**src/rtl/axi4_globals_pkg.sv**
```systemverilog
// Shared AXI4 agent types: response-ordering modes, BRESP codes and the
// entry record used by the slave write-response scheduler.
package axi4_globals_pkg;

    localparam int OUTSTANDING_FIFO_DEPTH = 16;
    localparam int AXI4_MAX_ID_WIDTH      = 16;

    typedef enum logic [1:0] {
        RESP_IN_ORDER                = 2'd0,
        ONLY_READ_RESP_OUT_OF_ORDER  = 2'd1,
        ONLY_WRITE_RESP_OUT_OF_ORDER = 2'd2,
        WRITE_READ_RESP_OUT_OF_ORDER = 2'd3
    } response_mode_e;

    typedef enum logic [1:0] {
        BRESP_OKAY   = 2'd0,
        BRESP_EXOKAY = 2'd1,
        BRESP_SLVERR = 2'd2,
        BRESP_DECERR = 2'd3
    } bresp_e;

    // IDs are stored zero-extended so one record type serves any ID_WIDTH up to the max.
    typedef struct packed {
        logic [AXI4_MAX_ID_WIDTH-1:0] id;
        logic                         done;
        bresp_e                       resp;
    } bresp_sched_entry_s;

    function automatic logic is_write_ooo(response_mode_e mode);
        return (mode == ONLY_WRITE_RESP_OUT_OF_ORDER) ||
               (mode == WRITE_READ_RESP_OUT_OF_ORDER);
    endfunction

endpackage

```
**src/rtl/axi4_oldest_done_picker.sv**
```systemverilog
// Combinational priority encoder: index of the lowest set request bit,
// i.e. the oldest qualifying entry of an age-ordered queue.
module axi4_oldest_done_picker #(
    parameter int N     = 16,
    parameter int IDX_W = (N > 1) ? $clog2(N) : 1
) (
    input  logic [N-1:0]     req,
    output logic             found,
    output logic [IDX_W-1:0] idx
);

    always_comb begin
        found = 1'b0;
        idx   = '0;
        for (int i = N - 1; i >= 0; i--) begin
            if (req[i]) begin
                found = 1'b1;
                idx   = IDX_W'(i);
            end
        end
    end

endmodule

```
**src/rtl/axi4_slave_bresp_scheduler.sv**
```systemverilog
// AXI4 slave B-channel scheduler: tracks accepted AW in a compacting age queue
// and returns BID/BRESP in AW order or out of order across IDs.
module axi4_slave_bresp_scheduler
    import axi4_globals_pkg::*;
#(
    parameter int ID_WIDTH  = 4,
    parameter int DEPTH     = OUTSTANDING_FIFO_DEPTH,
    parameter int CNT_WIDTH = $clog2(DEPTH + 1)
) (
    input  logic                 aclk,
    input  logic                 areset,
    input  logic [1:0]           resp_mode,
    input  logic                 aw_push_valid,
    output logic                 aw_push_ready,
    input  logic [ID_WIDTH-1:0]  aw_push_id,
    input  logic                 done_valid,
    input  logic [ID_WIDTH-1:0]  done_id,
    input  logic [1:0]           done_resp,
    output logic                 b_valid,
    input  logic                 b_ready,
    output logic [ID_WIDTH-1:0]  b_id,
    output logic [1:0]           b_resp,
    output logic [CNT_WIDTH-1:0] outstanding_cnt,
    output logic                 err_orphan_done
);

    localparam int IDX_W = (DEPTH > 1) ? $clog2(DEPTH) : 1;

    bresp_sched_entry_s queue_reg  [DEPTH];
    bresp_sched_entry_s queue_next [DEPTH];
    bresp_sched_entry_s marked     [DEPTH+1];

    logic [CNT_WIDTH-1:0] cnt_reg, cnt_next, wr_idx;
    logic [DEPTH-1:0]     live_vec, match_vec, done_vec, elig_vec;
    logic                 match_found, elig_found;
    logic [IDX_W-1:0]     match_idx, pop_idx;
    logic                 push, pop, in_order;
    logic                 b_valid_reg, orphan_reg;
    logic [ID_WIDTH-1:0]  b_id_reg;
    logic [1:0]           b_resp_reg;

    generate
        for (genvar gi = 0; gi < DEPTH; gi++) begin : g_entry
            assign live_vec[gi]  = CNT_WIDTH'(gi) < cnt_reg;
            assign done_vec[gi]  = live_vec[gi] && queue_reg[gi].done;
            assign match_vec[gi] = done_valid && live_vec[gi] && !queue_reg[gi].done &&
                                   (queue_reg[gi].id == AXI4_MAX_ID_WIDTH'(done_id));
        end
    endgenerate

    assign in_order = !is_write_ooo(response_mode_e'(resp_mode));
    assign elig_vec = done_vec & (in_order ? DEPTH'(1) : {DEPTH{1'b1}});

    axi4_oldest_done_picker #(.N(DEPTH), .IDX_W(IDX_W)) u_done_match (
        .req   (match_vec),
        .found (match_found),
        .idx   (match_idx)
    );

    axi4_oldest_done_picker #(.N(DEPTH), .IDX_W(IDX_W)) u_elig_pick (
        .req   (elig_vec),
        .found (elig_found),
        .idx   (pop_idx)
    );

    assign aw_push_ready = cnt_reg < CNT_WIDTH'(DEPTH);
    assign push          = aw_push_valid && aw_push_ready;
    assign pop           = (!b_valid_reg || b_ready) && elig_found;
    assign cnt_next      = cnt_reg + CNT_WIDTH'(push) - CNT_WIDTH'(pop);
    assign wr_idx        = cnt_reg - CNT_WIDTH'(pop);

    // Completion marking uses pre-edge indices, so apply it before compaction.
    always_comb begin
        marked[DEPTH] = '0;
        for (int i = 0; i < DEPTH; i++) begin
            marked[i] = queue_reg[i];
            if (match_found && match_idx == IDX_W'(i)) begin
                marked[i].done = 1'b1;
                marked[i].resp = bresp_e'(done_resp);
            end
        end
        for (int i = 0; i < DEPTH; i++) begin
            queue_next[i] = marked[i];
            if (pop && IDX_W'(i) >= pop_idx) begin
                queue_next[i] = marked[i+1];
            end
            if (push && CNT_WIDTH'(i) == wr_idx) begin
                queue_next[i] = '{id: AXI4_MAX_ID_WIDTH'(aw_push_id), done: 1'b0, resp: BRESP_OKAY};
            end else if (CNT_WIDTH'(i) >= cnt_next) begin
                queue_next[i] = '0;
            end
        end
    end

    always_ff @(posedge aclk or posedge areset) begin
        if (areset) begin
            for (int i = 0; i < DEPTH; i++) begin
                queue_reg[i] <= '0;
            end
            cnt_reg     <= '0;
            b_valid_reg <= 1'b0;
            b_id_reg    <= '0;
            b_resp_reg  <= '0;
            orphan_reg  <= 1'b0;
        end else begin
            queue_reg  <= queue_next;
            cnt_reg    <= cnt_next;
            orphan_reg <= done_valid && !match_found;
            if (pop) begin
                b_valid_reg <= 1'b1;
                b_id_reg    <= queue_reg[pop_idx].id[ID_WIDTH-1:0];
                b_resp_reg  <= queue_reg[pop_idx].resp;
            end else if (b_ready) begin
                b_valid_reg <= 1'b0;
            end
        end
    end

    assign b_valid         = b_valid_reg;
    assign b_id            = b_id_reg;
    assign b_resp          = b_resp_reg;
    assign outstanding_cnt = cnt_reg;
    assign err_orphan_done = orphan_reg;

endmodule

```
**config.mk**
```make
export PLATFORM = sky130hd
export DESIGN_NAME = axi4_slave_bresp_scheduler
export DESIGN_NICKNAME = d
export VERILOG_FILES = /design/src/rtl/axi4_globals_pkg.sv /design/src/rtl/axi4_oldest_done_picker.sv /design/src/rtl/axi4_slave_bresp_scheduler.sv
export SDC_FILE = /design/constraint.sdc
export NUM_CORES = 1
export LEC_CHECK = 0
export CAP_MARGIN = 5
export CORE_AREA = 2 2 142 144
export DETAILED_ROUTE_END_ITERATION = 7
export DIE_AREA = 0 0 144 146
export DONT_BUFFER_PORTS = 1
export SKIP_LAST_GASP = 1
export SYNTH_ARGS = -nofsm -noshare
export SYNTH_HDL_FRONTEND = slang
export SYNTH_SLANG_ARGS = --single-unit
```
**constraint.sdc**
```tcl
create_clock -name aclk -period 6.6 [get_ports aclk]
set_input_delay 0.66 -clock aclk [delete_from_list [all_inputs] [get_ports aclk]]
set_output_delay 0.66 -clock aclk [all_outputs]
set_load 0.005 [all_outputs]
```
==> results by group, run 1 <==
Global routing
  – Initial antenna violation count: 0
  – First-pass GRT wire length: 51.2 mm
  – Number of global-route vias before repair: 8,255
  – Largest net degree at the start of global routing: 73
  – Total routing usage reported by global routing: 0.326
  – Overflow left after global routing: 0

Timing
  – Fin crit period: 5920 ps
  – Number of failing hold endpoints at the final stage: 0
  – Count of final setup violators: 0
  – Transition at the pin with the smallest max-transition slack: 988 ps
  – Final max-slew violation count: 0
  – Sum Neg Setup Slack: 0 ps
  – Worst relative slew slack: 0.336
  – Highest attainable clock frequency: 169 MHz
  – Period Utilization, post-route: 0.896
  – RSZ-0062 raised after global routing: no
  – Worst Skew: 14.0 ps

Synthesis
  – Share of async-settable or async-resettable flops after synthesis: 1.00
  – Yosys top cell area share: 0.364
  – Post-synthesis cell type with the largest combined area: sky130_fd_sc_hd__dfrtp_1
  – Commonest register cell after synthesis: sky130_fd_sc_hd__dfrtp_1
  – Number of unique standard cell types used by synthesis: 84
  – Number of synthesized flops with an enable pin: 0
  – Top cells by area, synth: sky130_fd_sc_hd__dfrtp_1 (36%), sky130_fd_sc_hd__mux2i_1 (5.5%), sky130_fd_sc_hd__nand2_1 (4.9%), sky130_fd_sc_hd__xor2_1 (4.6%), sky130_fd_sc_hd__nor2_1 (4.4%)
  – Total of warnings raised by yosys: 0
  – Yosys reg bits: 140
  – Post-Syn Nets: 1,114
  – Post-synthesis cell count: 1,080
  – Most frequent cell after synthesis: sky130_fd_sc_hd__dfrtp_1
  – Part of the Yosys area used for sequential elements: 0.364
  – Commonest cells in the synthesized netlist: sky130_fd_sc_hd__dfrtp_1 (140), sky130_fd_sc_hd__nand2_1 (126), sky130_fd_sc_hd__nor2_1 (112)
  – Cell area after technology mapping: 9610 sq um
  – Per-instance average area after synthesis: 8.90 sq um

Critical path
  – Worst-path maximum fanout: 11
  – Data required time of the worst path: 6900 ps
  – CP Depth: 21
  – CP startpoint kind: flip-flop
  – Setup slack of the worst register-to-register path: 680 ps
  – Top cell family by delay on the critical path: compound AO/OA/AOI/OAI gates
  – Reg2reg path depth: 21
  – Series of cell instances along the critical path: inv_1, ha_1, nor2b_1, a311oi_1, a211oi_1, nand2_1, nor2_1, a21oi_2, ha_1, inv_1, ha_1, fa_1, nand2b_1, a21oi_1, nor2_1, xnor2_2, inv_1, a21oi_1, a211oi_1, nand2_1, a2bb2oi_1
  – Critical-path cell with the highest stage delay: sky130_fd_sc_hd__a211oi_1
  – Worst reg2reg path startpoint: outstanding_cnt[4]
  – Kind of end point of the critical path: flip-flop
  – CP max stage delay: 840 ps
  – FF-to-FF End: marked[80]
  – Arrival time at the worst endpoint: 6220 ps
  – Category of the most critical setup path: flip-flop to flip-flop
  – Worst path buffer plus inverter count: 3

Finish
  – Area growth from synthesis to layout: 7.68%
  – Area of the multi-input gates: 5770 sq um
  – Count of antenna diodes in the layout: 0
  – Core Util, Final: 0.535
  – Layout cell share with drive strength beyond 1: 0.0847
  – Largest register FFs: 79
  – Filler cells: 1,792
  – NumNets Final: 1,096
  – Reg area: 3500 sq um

Detailed routing
  – Post-DRT Antenna Nets: 0
  – Final routed wirelength across all metal layers: 33.5 mm
  – DRC violation total after the first TritonRoute iteration: 900
  – Mean routed wirelength per cell: 25.0 um
  – Number of iterations in the first detailed-routing pass: 6
  – Ratio of routed vias to standard cells: 6.44
  – Routed vias: 8,625
  – DRC violation count after routing: 0

Clock tree
  – Clock network latency to the later pin of the worst-skew pair: 440 ps
  – Cell at the root of the clock tree: sky130_fd_sc_hd__clkbuf_16
  – Max Root-Sink Buffers: 2
  – Worst-path clk slew: 60 ps
  – TritonCTS clock tree: built
  – Number of clock buffers inserted by TritonCTS: 17
  – Count of clock tree sinks: 140
  – H-tree lvl count: 4

Floorplanning
  – Die boundary height: 146 um
  – Area enclosed by the die boundary: 21,000 sq um
  – Core Region: 19,300 sq um
  – I/O pin count: 31
  – Die outline width: 144 um
  – Standard-cell rows: 51
  – Initial Util: 0.497

Placed design
  – Final GP Congestion: 1.01
  – Sum of net half-perimeters after detailed placement: 24.4 mm
  – Number of I/O port buffers: 0

Flow run
  – Number of max-cap violations: 0

Status
  – Run status: finished, final reports clean

Hold path
  – Type of the tightest min-delay check: input pin to async pin
## worst max-delay path by stage
stage                   to                from
6_report        marked[80]  outstanding_cnt[4]
5_1_grt         marked[80]  outstanding_cnt[4]
4_1_cts        marked[233]  outstanding_cnt[4]
3_5_place_dp   marked[232]  outstanding_cnt[4]
3_3_place_gp   marked[213]  outstanding_cnt[4]
2_1_floorplan  marked[269]  outstanding_cnt[2]
## stage by stage
stage | instance area (sq um) | std cells | hold slack, ps | worst slack (ps)
after floorplan | 9610 | 1080 | 491 | 1150
after global placement | 9750 | 1308 | 526 | 682
after detailed placement | 9750 | 1308 | 538 | 688
after CTS | 10300 | 1340 | 216 | 615
after global routing | 10400 | 1340 | 217 | 176
final | 10400 | 1340 | 167 | 684
## metal layers
| metal | share of wire | up-vias | track usage |
|---|---|---|---|
| met4 | 0.032 | 0 | 0.107 |
| met2 | 0.46 | 408 | 0.508 |
| met1 | 0.43 | 4245 | 0.456 |
| met5 | 0 | - | 0 |
| li1 | - | 3901 | - |
| met3 | 0.075 | 71 | 0.0615 |
## layout by cell type (no fill, tap or decap), types with 12 or more instances in the layout
cell / synthesis / layout
sky130_fd_sc_hd__mux2i_1: 53 / 53
sky130_fd_sc_hd__nor2_1: 112 / 112
sky130_fd_sc_hd__dfrtp_1: 140 / 140
sky130_fd_sc_hd__o21ai_0: 72 / 72
sky130_fd_sc_hd__a211oi_1: 27 / 27
sky130_fd_sc_hd__nor3_1: 28 / 28
sky130_fd_sc_hd__xor2_1: 51 / 51
sky130_fd_sc_hd__nand2_1: 126 / 125
sky130_fd_sc_hd__xnor2_1: 19 / 18
sky130_fd_sc_hd__a2bb2oi_1: 16 / 16
sky130_fd_sc_hd__nor2b_1: 17 / 17
sky130_fd_sc_hd__nand2b_1: 18 / 18
sky130_fd_sc_hd__o21ai_1: 13 / 13
sky130_fd_sc_hd__a31oi_1: 14 / 14
sky130_fd_sc_hd__nand3_1: 17 / 17
sky130_fd_sc_hd__mux4_2: 12 / 12
sky130_fd_sc_hd__clkbuf_16: 0 / 17
sky130_fd_sc_hd__inv_1: 22 / 21
sky130_fd_sc_hd__a21oi_1: 75 / 74
sky130_fd_sc_hd__o22ai_1: 14 / 14
sky130_fd_sc_hd__ha_1: 16 / 16
sky130_fd_sc_hd__mux2_2: 12 / 12
## worst reg2reg max path: stages, from the launching register on
cell and delay, ps:
sky130_fd_sc_hd__dfrtp_1 430, sky130_fd_sc_hd__inv_1 170, sky130_fd_sc_hd__ha_1 410, sky130_fd_sc_hd__nor2b_1 350, sky130_fd_sc_hd__a311oi_1 150, sky130_fd_sc_hd__a211oi_1 540, sky130_fd_sc_hd__nand2_1 170, sky130_fd_sc_hd__nor2_1 270
sky130_fd_sc_hd__a21oi_2 140, sky130_fd_sc_hd__ha_1 290, sky130_fd_sc_hd__inv_1 50, sky130_fd_sc_hd__ha_1 200, sky130_fd_sc_hd__fa_1 410, sky130_fd_sc_hd__nand2b_1 90, sky130_fd_sc_hd__a21oi_1 70, sky130_fd_sc_hd__nor2_1 160
sky130_fd_sc_hd__xnor2_2 180, sky130_fd_sc_hd__inv_1 220, sky130_fd_sc_hd__a21oi_1 160, sky130_fd_sc_hd__a211oi_1 840, sky130_fd_sc_hd__nand2_1 280, sky130_fd_sc_hd__a2bb2oi_1 210
## area by class of cell
class                   instances  share of cell area
flip-flops and latches        140               0.338
well taps                     265              0.0320
inverters                      23             0.00882
clock inverters                 9              0.0106
multi-input cells             872               0.557
clock buffers                  23              0.0471
repair buffers                  8             0.00580
## kinds of logic after synthesis
logic type	synth area share
and+or+nand+nor	0.209
AOI/OAI and AO/OA	0.203
DFF	0.364
muxes	0.100
xor gates and xnor gates	0.0638
buffers and inverters	0.0371
adders and majority gates	0.0229
## what timing repair did
| item | CTS | global route |
|---|---|---|
| gates resized for setup | 0 | 1 |
| setup endpoints to repair | 0 | 1 |
| setup buffers | 0 | 0 |
| hold buffers | 0 | 0 |
Power of run 1 is left out: the tool's default activity adds up to more than one toggle a clock period on the data nets, which glitch-free logic cannot reach.
==> run 2, diff against run 1 <==
--- a/config.mk
+++ b/config.mk
@@ -9,2 +9,3 @@
 export CORE_AREA = 2 2 142 144
+export CTS_CLUSTER_SIZE = 14
 export DETAILED_ROUTE_END_ITERATION = 7
--- a/constraint.sdc
+++ b/constraint.sdc
@@ -3,2 +3,2 @@
 set_output_delay 0.66 -clock aclk [all_outputs]
-set_load 0.005 [all_outputs]
+set_load 0.05 [all_outputs]
==> results by group, run 2 (synthesis gave the netlist of run 1 again) <==
Status
  – Run status: finished, final reports clean

Critical path
  – CP max stage delay: 680 ps
  – Worst reg2reg path startpoint: outstanding_cnt[3]
  – Critical-path cell with the highest stage delay: sky130_fd_sc_hd__a211oi_1
  – Worst-path maximum fanout: 12
  – Kind of end point of the critical path: flip-flop
  – Category of the most critical setup path: flip-flop to flip-flop
  – CP startpoint kind: flip-flop
  – Critical path origin: outstanding_cnt[3]
  – Data required time of the worst path: 6950 ps
  – Series of cell instances along the critical path: inv_1, ha_1, nor2b_1, o32ai_2, a211oi_1, nand2_1, nor2_1, a21oi_2, ha_1, inv_1, ha_1, fa_1, nand2b_1, a21oi_1, nor2_1, xnor2_2, inv_1, a21oi_1, a211oi_1, nand2_1, o22ai_1
  – Arrival time at the worst endpoint: 6430 ps

Global routing
  – Largest net degree at the start of global routing: 74
  – First-pass GRT wire length: 50.8 mm
  – Number of global-route vias before repair: 8,322
  – Total routing usage reported by global routing: 0.326
  – Initial antenna violation count: 2
  – Overflow left after global routing: 0

Detailed routing
  – Ratio of routed vias to standard cells: 6.41
  – DRC violation total after the first TritonRoute iteration: 783
  – Mean routed wirelength per cell: 24.7 um
  – Post-DRT Antenna Nets: 0
  – Final routed wirelength across all metal layers: 33.2 mm
  – Number of iterations in the first detailed-routing pass: 6
  – Routed vias: 8,615
  – DRC violation count after routing: 0

Floorplanning
  – Die outline width: 144 um
  – Die boundary height: 146 um
  – I/O pin count: 31
  – Standard-cell rows: 51
  – Area enclosed by the die boundary: 21,000 sq um
  – Initial Util: 0.497
  – Core Region: 19,300 sq um

Clock tree
  – H-tree lvl count: 4
  – Count of clock tree sinks: 140
  – Number of clock buffers inserted by TritonCTS: 17
  – Max Root-Sink Buffers: 2
  – Buffer count from post-CTS setup fixing: 0
  – Clock network latency to the later pin of the worst-skew pair: 440 ps
  – Cell at the root of the clock tree: sky130_fd_sc_hd__clkbuf_16
  – TritonCTS clock tree: built
  – Worst-path clk slew: 60 ps

Timing
  – Fin crit period: 6080 ps
  – Period Utilization, post-route: 0.921
  – Final max-slew violation count: 0
  – Transition at the pin with the smallest max-transition slack: 1130 ps
  – Least setup slack across all paths after layout: 524 ps
  – Sum Neg Setup Slack: 0 ps
  – Count of final setup violators: 0
  – Worst Skew: 11.4 ps
  – Number of failing hold endpoints at the final stage: 0
  – RSZ-0062 raised after global routing: no
  – Highest attainable clock frequency: 165 MHz
  – Worst relative slew slack: 0.242

Finish
  – Filler cells: 1,837
  – Area of the multi-input gates: 5770 sq um
  – Area growth from synthesis to layout: 8.20%
  – Reg area: 3500 sq um
  – NumNets Final: 1,100
  – Commonest cells after routing, fill and taps aside: sky130_fd_sc_hd__dfrtp_1 (140), sky130_fd_sc_hd__nand2_1 (125), sky130_fd_sc_hd__nor2_1 (112)
  – Layout cell share with drive strength beyond 1: 0.0899
  – Largest register FFs: 79
  – Leading cell type in the layout, fill and taps excluded: sky130_fd_sc_hd__dfrtp_1

Placed design
  – Final GP Congestion: 0.986
  – Worst-case setup slack after placement: 470 ps
  – Number of I/O port buffers: 0
  – Sum of net half-perimeters after detailed placement: 24.1 mm

Flow run
  – Number of max-cap violations: 0

Hold path
  – Type of the tightest min-delay check: input pin to async pin
==> run 2: cell count changes in the layout (fill, tap and decap cells not counted), sizes merged <==
| cell | previous run | this run |
|---|---|---|
| buf | 8 | 12 |
| bufinv | 2 | 3 |
| clkbuf | 23 | 19 |
| clkinv | 6 | 3 |
| clkinvlp | 0 | 3 |
| diode | 0 | 1 |
| inv | 24 | 27 |
==> run 2: cell type report <==
class                   count  area share
clock buffers              19      0.0435
flip-flops and latches    140       0.337
repair buffers             12     0.00866
inverters                  23     0.00878
multi-input cells         872       0.554
well taps                 265      0.0319
clock inverters            13      0.0156
diodes                      1    0.000241
==> run 2: worst paths after layout <==
path	slack (ps)	to	cells past startpoint
setup / recovery	520	queue_reg[20]	21
setup reg to reg	520	queue_reg[20]	21
min in group aclk	350	marked[99]	2
hold reg to reg	540	marked[321]	2
max in group asynchronous	5040	queue_reg[286]	2
hold / removal	160	marked[288]	1
==> run 2: critical path: cells and delay by family, from the launching register on <==
family | cells | cell delay, ps
AND/OR/NAND/NOR | 6 | 1390
flip-flops | 1 | 580
adder cells (fa/ha/maj) | 4 | 1350
buffers and inverters | 3 | 500
XOR/XNOR | 1 | 180
AO/OA/AOI/OAI | 7 | 1990
==> run 2: through the flow <==
stage	cells	hold slack (ps)	instance area (sq um)	utilization
2_1_floorplan	1080	491	9610	-
3_3_place_gp	1312	509	9780	0.506
3_5_place_dp	1312	519	9780	0.506
4_1_cts	1344	196	10400	0.538
5_1_grt	1344	219	10400	0.538
6_report	1345	160	10400	0.538
==> run 2: repair_timing <==
action	CTS	global route
setup endpoints to repair	0	4
hold buffers	0	0
resized for setup	0	1
==> run 2: per-layer routing <==
metal  vias to the layer above  share of wire  track usage
li1                       3910              -            -
met1                      4218           0.42        0.442
met2                       395           0.46        0.503
met3                        90          0.080       0.0763
met4                         2          0.040        0.128
met5                         -        0.00039            0
Power of run 2 is left out for the same reason.
==> run 3, diff against run 2 <==
- CORE_AREA: 2 2 142 144 -> 2 2 202 105
- DIE_AREA: 0 0 144 146 -> 0 0 204 107
==> results by group, run 3 (synthesis gave the netlist of run 1 again) <==
Clock tree
  – Worst-path clk slew: 60 ps
  – CTS Hold Bufs: 0
  – Count of clock tree sinks: 140
  – TritonCTS clock tree: built
  – H-tree lvl count: 4
  – Number of clock buffers inserted by TritonCTS: 17
  – Cell at the root of the clock tree: sky130_fd_sc_hd__clkbuf_16
  – Clock network latency to the later pin of the worst-skew pair: 460 ps
  – Max Root-Sink Buffers: 2
  – Buffer count from post-CTS setup fixing: 0

Finish
  – Non-filler cells, final: 1,365
  – NumNets Final: 1,113
  – Area growth from synthesis to layout: 9.21%
  – Area of the multi-input gates: 5770 sq um
  – Commonest cells after routing, fill and taps aside: sky130_fd_sc_hd__dfrtp_1 (140), sky130_fd_sc_hd__nand2_1 (125), sky130_fd_sc_hd__nor2_1 (112)
  – Leading cell type in the layout, fill and taps excluded: sky130_fd_sc_hd__dfrtp_1
  – Core Util, Final: 0.523
  – Count of antenna diodes in the layout: 0
  – Filler cells: 1,936
  – Largest register FFs: 79
  – Layout cell share with drive strength beyond 1: 0.102
  – Reg area: 3500 sq um

Detailed routing
  – Ratio of routed vias to standard cells: 6.48
  – Routed vias: 8,844
  – DRC violation count after routing: 0
  – Final routed wirelength across all metal layers: 34.2 mm
  – Mean routed wirelength per cell: 25.1 um
  – DRC violation total after the first TritonRoute iteration: 1,079
  – Number of iterations in the first detailed-routing pass: 6
  – Post-DRT Antenna Nets: 0

Global routing
  – Total routing usage reported by global routing: 0.326
  – Number of global-route vias before repair: 8,064
  – First-pass GRT wire length: 51.5 mm
  – Initial antenna violation count: 0
  – Overflow left after global routing: 0
  – Largest net degree at the start of global routing: 79

Timing
  – Fin crit period: 6040 ps
  – Worst Skew: 9.00 ps
  – Worst relative slew slack: 0.207
  – Highest attainable clock frequency: 165 MHz
  – Number of failing hold endpoints at the final stage: 0
  – RSZ-0062 raised after global routing: no
  – Transition at the pin with the smallest max-transition slack: 1180 ps
  – Sum Neg Setup Slack: 0 ps
  – Final max-slew violation count: 0
  – Period Utilization, post-route: 0.916
  – Count of final setup violators: 0

Critical path
  – Kind of end point of the critical path: flip-flop
  – Reg2reg path depth: 23
  – Arrival time at the worst endpoint: 6420 ps
  – Category of the most critical setup path: flip-flop to flip-flop
  – Setup slack of the worst register-to-register path: 560 ps
  – CP startpoint kind: flip-flop
  – FF-to-FF End: marked[231]
  – Worst-path maximum fanout: 9
  – Data required time of the worst path: 6970 ps
  – Worst reg2reg path startpoint: outstanding_cnt[3]

Floorplanning
  – Initial Util: 0.479
  – Standard-cell rows: 37
  – Die outline width: 204 um
  – Die boundary height: 107 um
  – I/O pin count: 31
  – Core Region: 20,100 sq um
  – Area enclosed by the die boundary: 21,800 sq um

Hold path
  – Type of the tightest min-delay check: input pin to async pin

Status
  – Run status: finished, final reports clean

Placed design
  – Placed insts: 1,332
  – Number of I/O port buffers: 0
  – Final GP Congestion: 0.962
  – Sum of net half-perimeters after detailed placement: 25.9 mm

Flow run
  – Number of max-cap violations: 0
==> run 3: how the worst max path moves through the flow <==
stage / start / endpoint / slack [ps] / depth (start not counted)
final: outstanding_cnt[3] / marked[231] / 560 / 23
after global routing: outstanding_cnt[3] / queue_reg[268] / 130 / 21
after CTS: outstanding_cnt[3] / marked[269] / 470 / 23
after detailed placement: outstanding_cnt[3] / marked[269] / 490 / 23
after global placement: outstanding_cnt[3] / marked[270] / 650 / 23
after floorplan: outstanding_cnt[4] / marked[269] / 790 / 24
==> run 3: metrics by stage <==
stage	cell area (sq um)	hold slack [ps]	worst slack, ps
6_report	10500	183	558
5_1_grt	10500	225	128
4_1_cts	10500	200	468
3_5_place_dp	9880	531	493
3_3_place_gp	9880	534	654
2_1_floorplan	9610	491	789
==> run 3: area by class of cell <==
type,instances,area share
Inverter,23,0.00870
Timing Repair Buffer,25,0.0182
Multi-Input combinational cell,872,0.549
Tap cell,273,0.0325
Clock inverter,12,0.0130
Clock buffer,20,0.0444
Sequential cell,140,0.334
==> run 3: timing repair <==
item                                    4_1_cts  5_1_grt
resized for setup                             0        2
endpoints found under the setup margin        0       10
hold endpoints to repair                      0        0
==> run 3: worst max-delay path, stage by stage (launching register included) <==
cell and delay (ps):
sky130_fd_sc_hd__dfrtp_1 610, sky130_fd_sc_hd__inv_1 240, sky130_fd_sc_hd__ha_1 360, sky130_fd_sc_hd__nor2b_1 320, sky130_fd_sc_hd__o32ai_2 190, sky130_fd_sc_hd__a211oi_1 580
sky130_fd_sc_hd__nand2_1 190, sky130_fd_sc_hd__nor2_1 290, sky130_fd_sc_hd__a21oi_2 140, sky130_fd_sc_hd__ha_1 330, sky130_fd_sc_hd__inv_1 40, sky130_fd_sc_hd__ha_1 190
sky130_fd_sc_hd__fa_1 400, sky130_fd_sc_hd__nand2b_1 90, sky130_fd_sc_hd__a21oi_1 70, sky130_fd_sc_hd__nor2_1 110, sky130_fd_sc_hd__xnor2_1 290, sky130_fd_sc_hd__inv_1 240
sky130_fd_sc_hd__nor2_1 370, sky130_fd_sc_hd__a21oi_1 250, sky130_fd_sc_hd__buf_4 230, sky130_fd_sc_hd__o21ai_2 200, sky130_fd_sc_hd__nor2_1 70, sky130_fd_sc_hd__a21oi_1 150
==> run 3: routing by layer <==
metal / share of wire / vias to the layer above / track usage
met5: 0 / - / 0.0143
met4: 0.012 / 0 / 0.0735
met3: 0.14 / 36 / 0.127
met2: 0.35 / 520 / 0.385
met1: 0.49 / 4353 / 0.524
li1: - / 3935 / -
Power of run 3 is left out for the same reason.
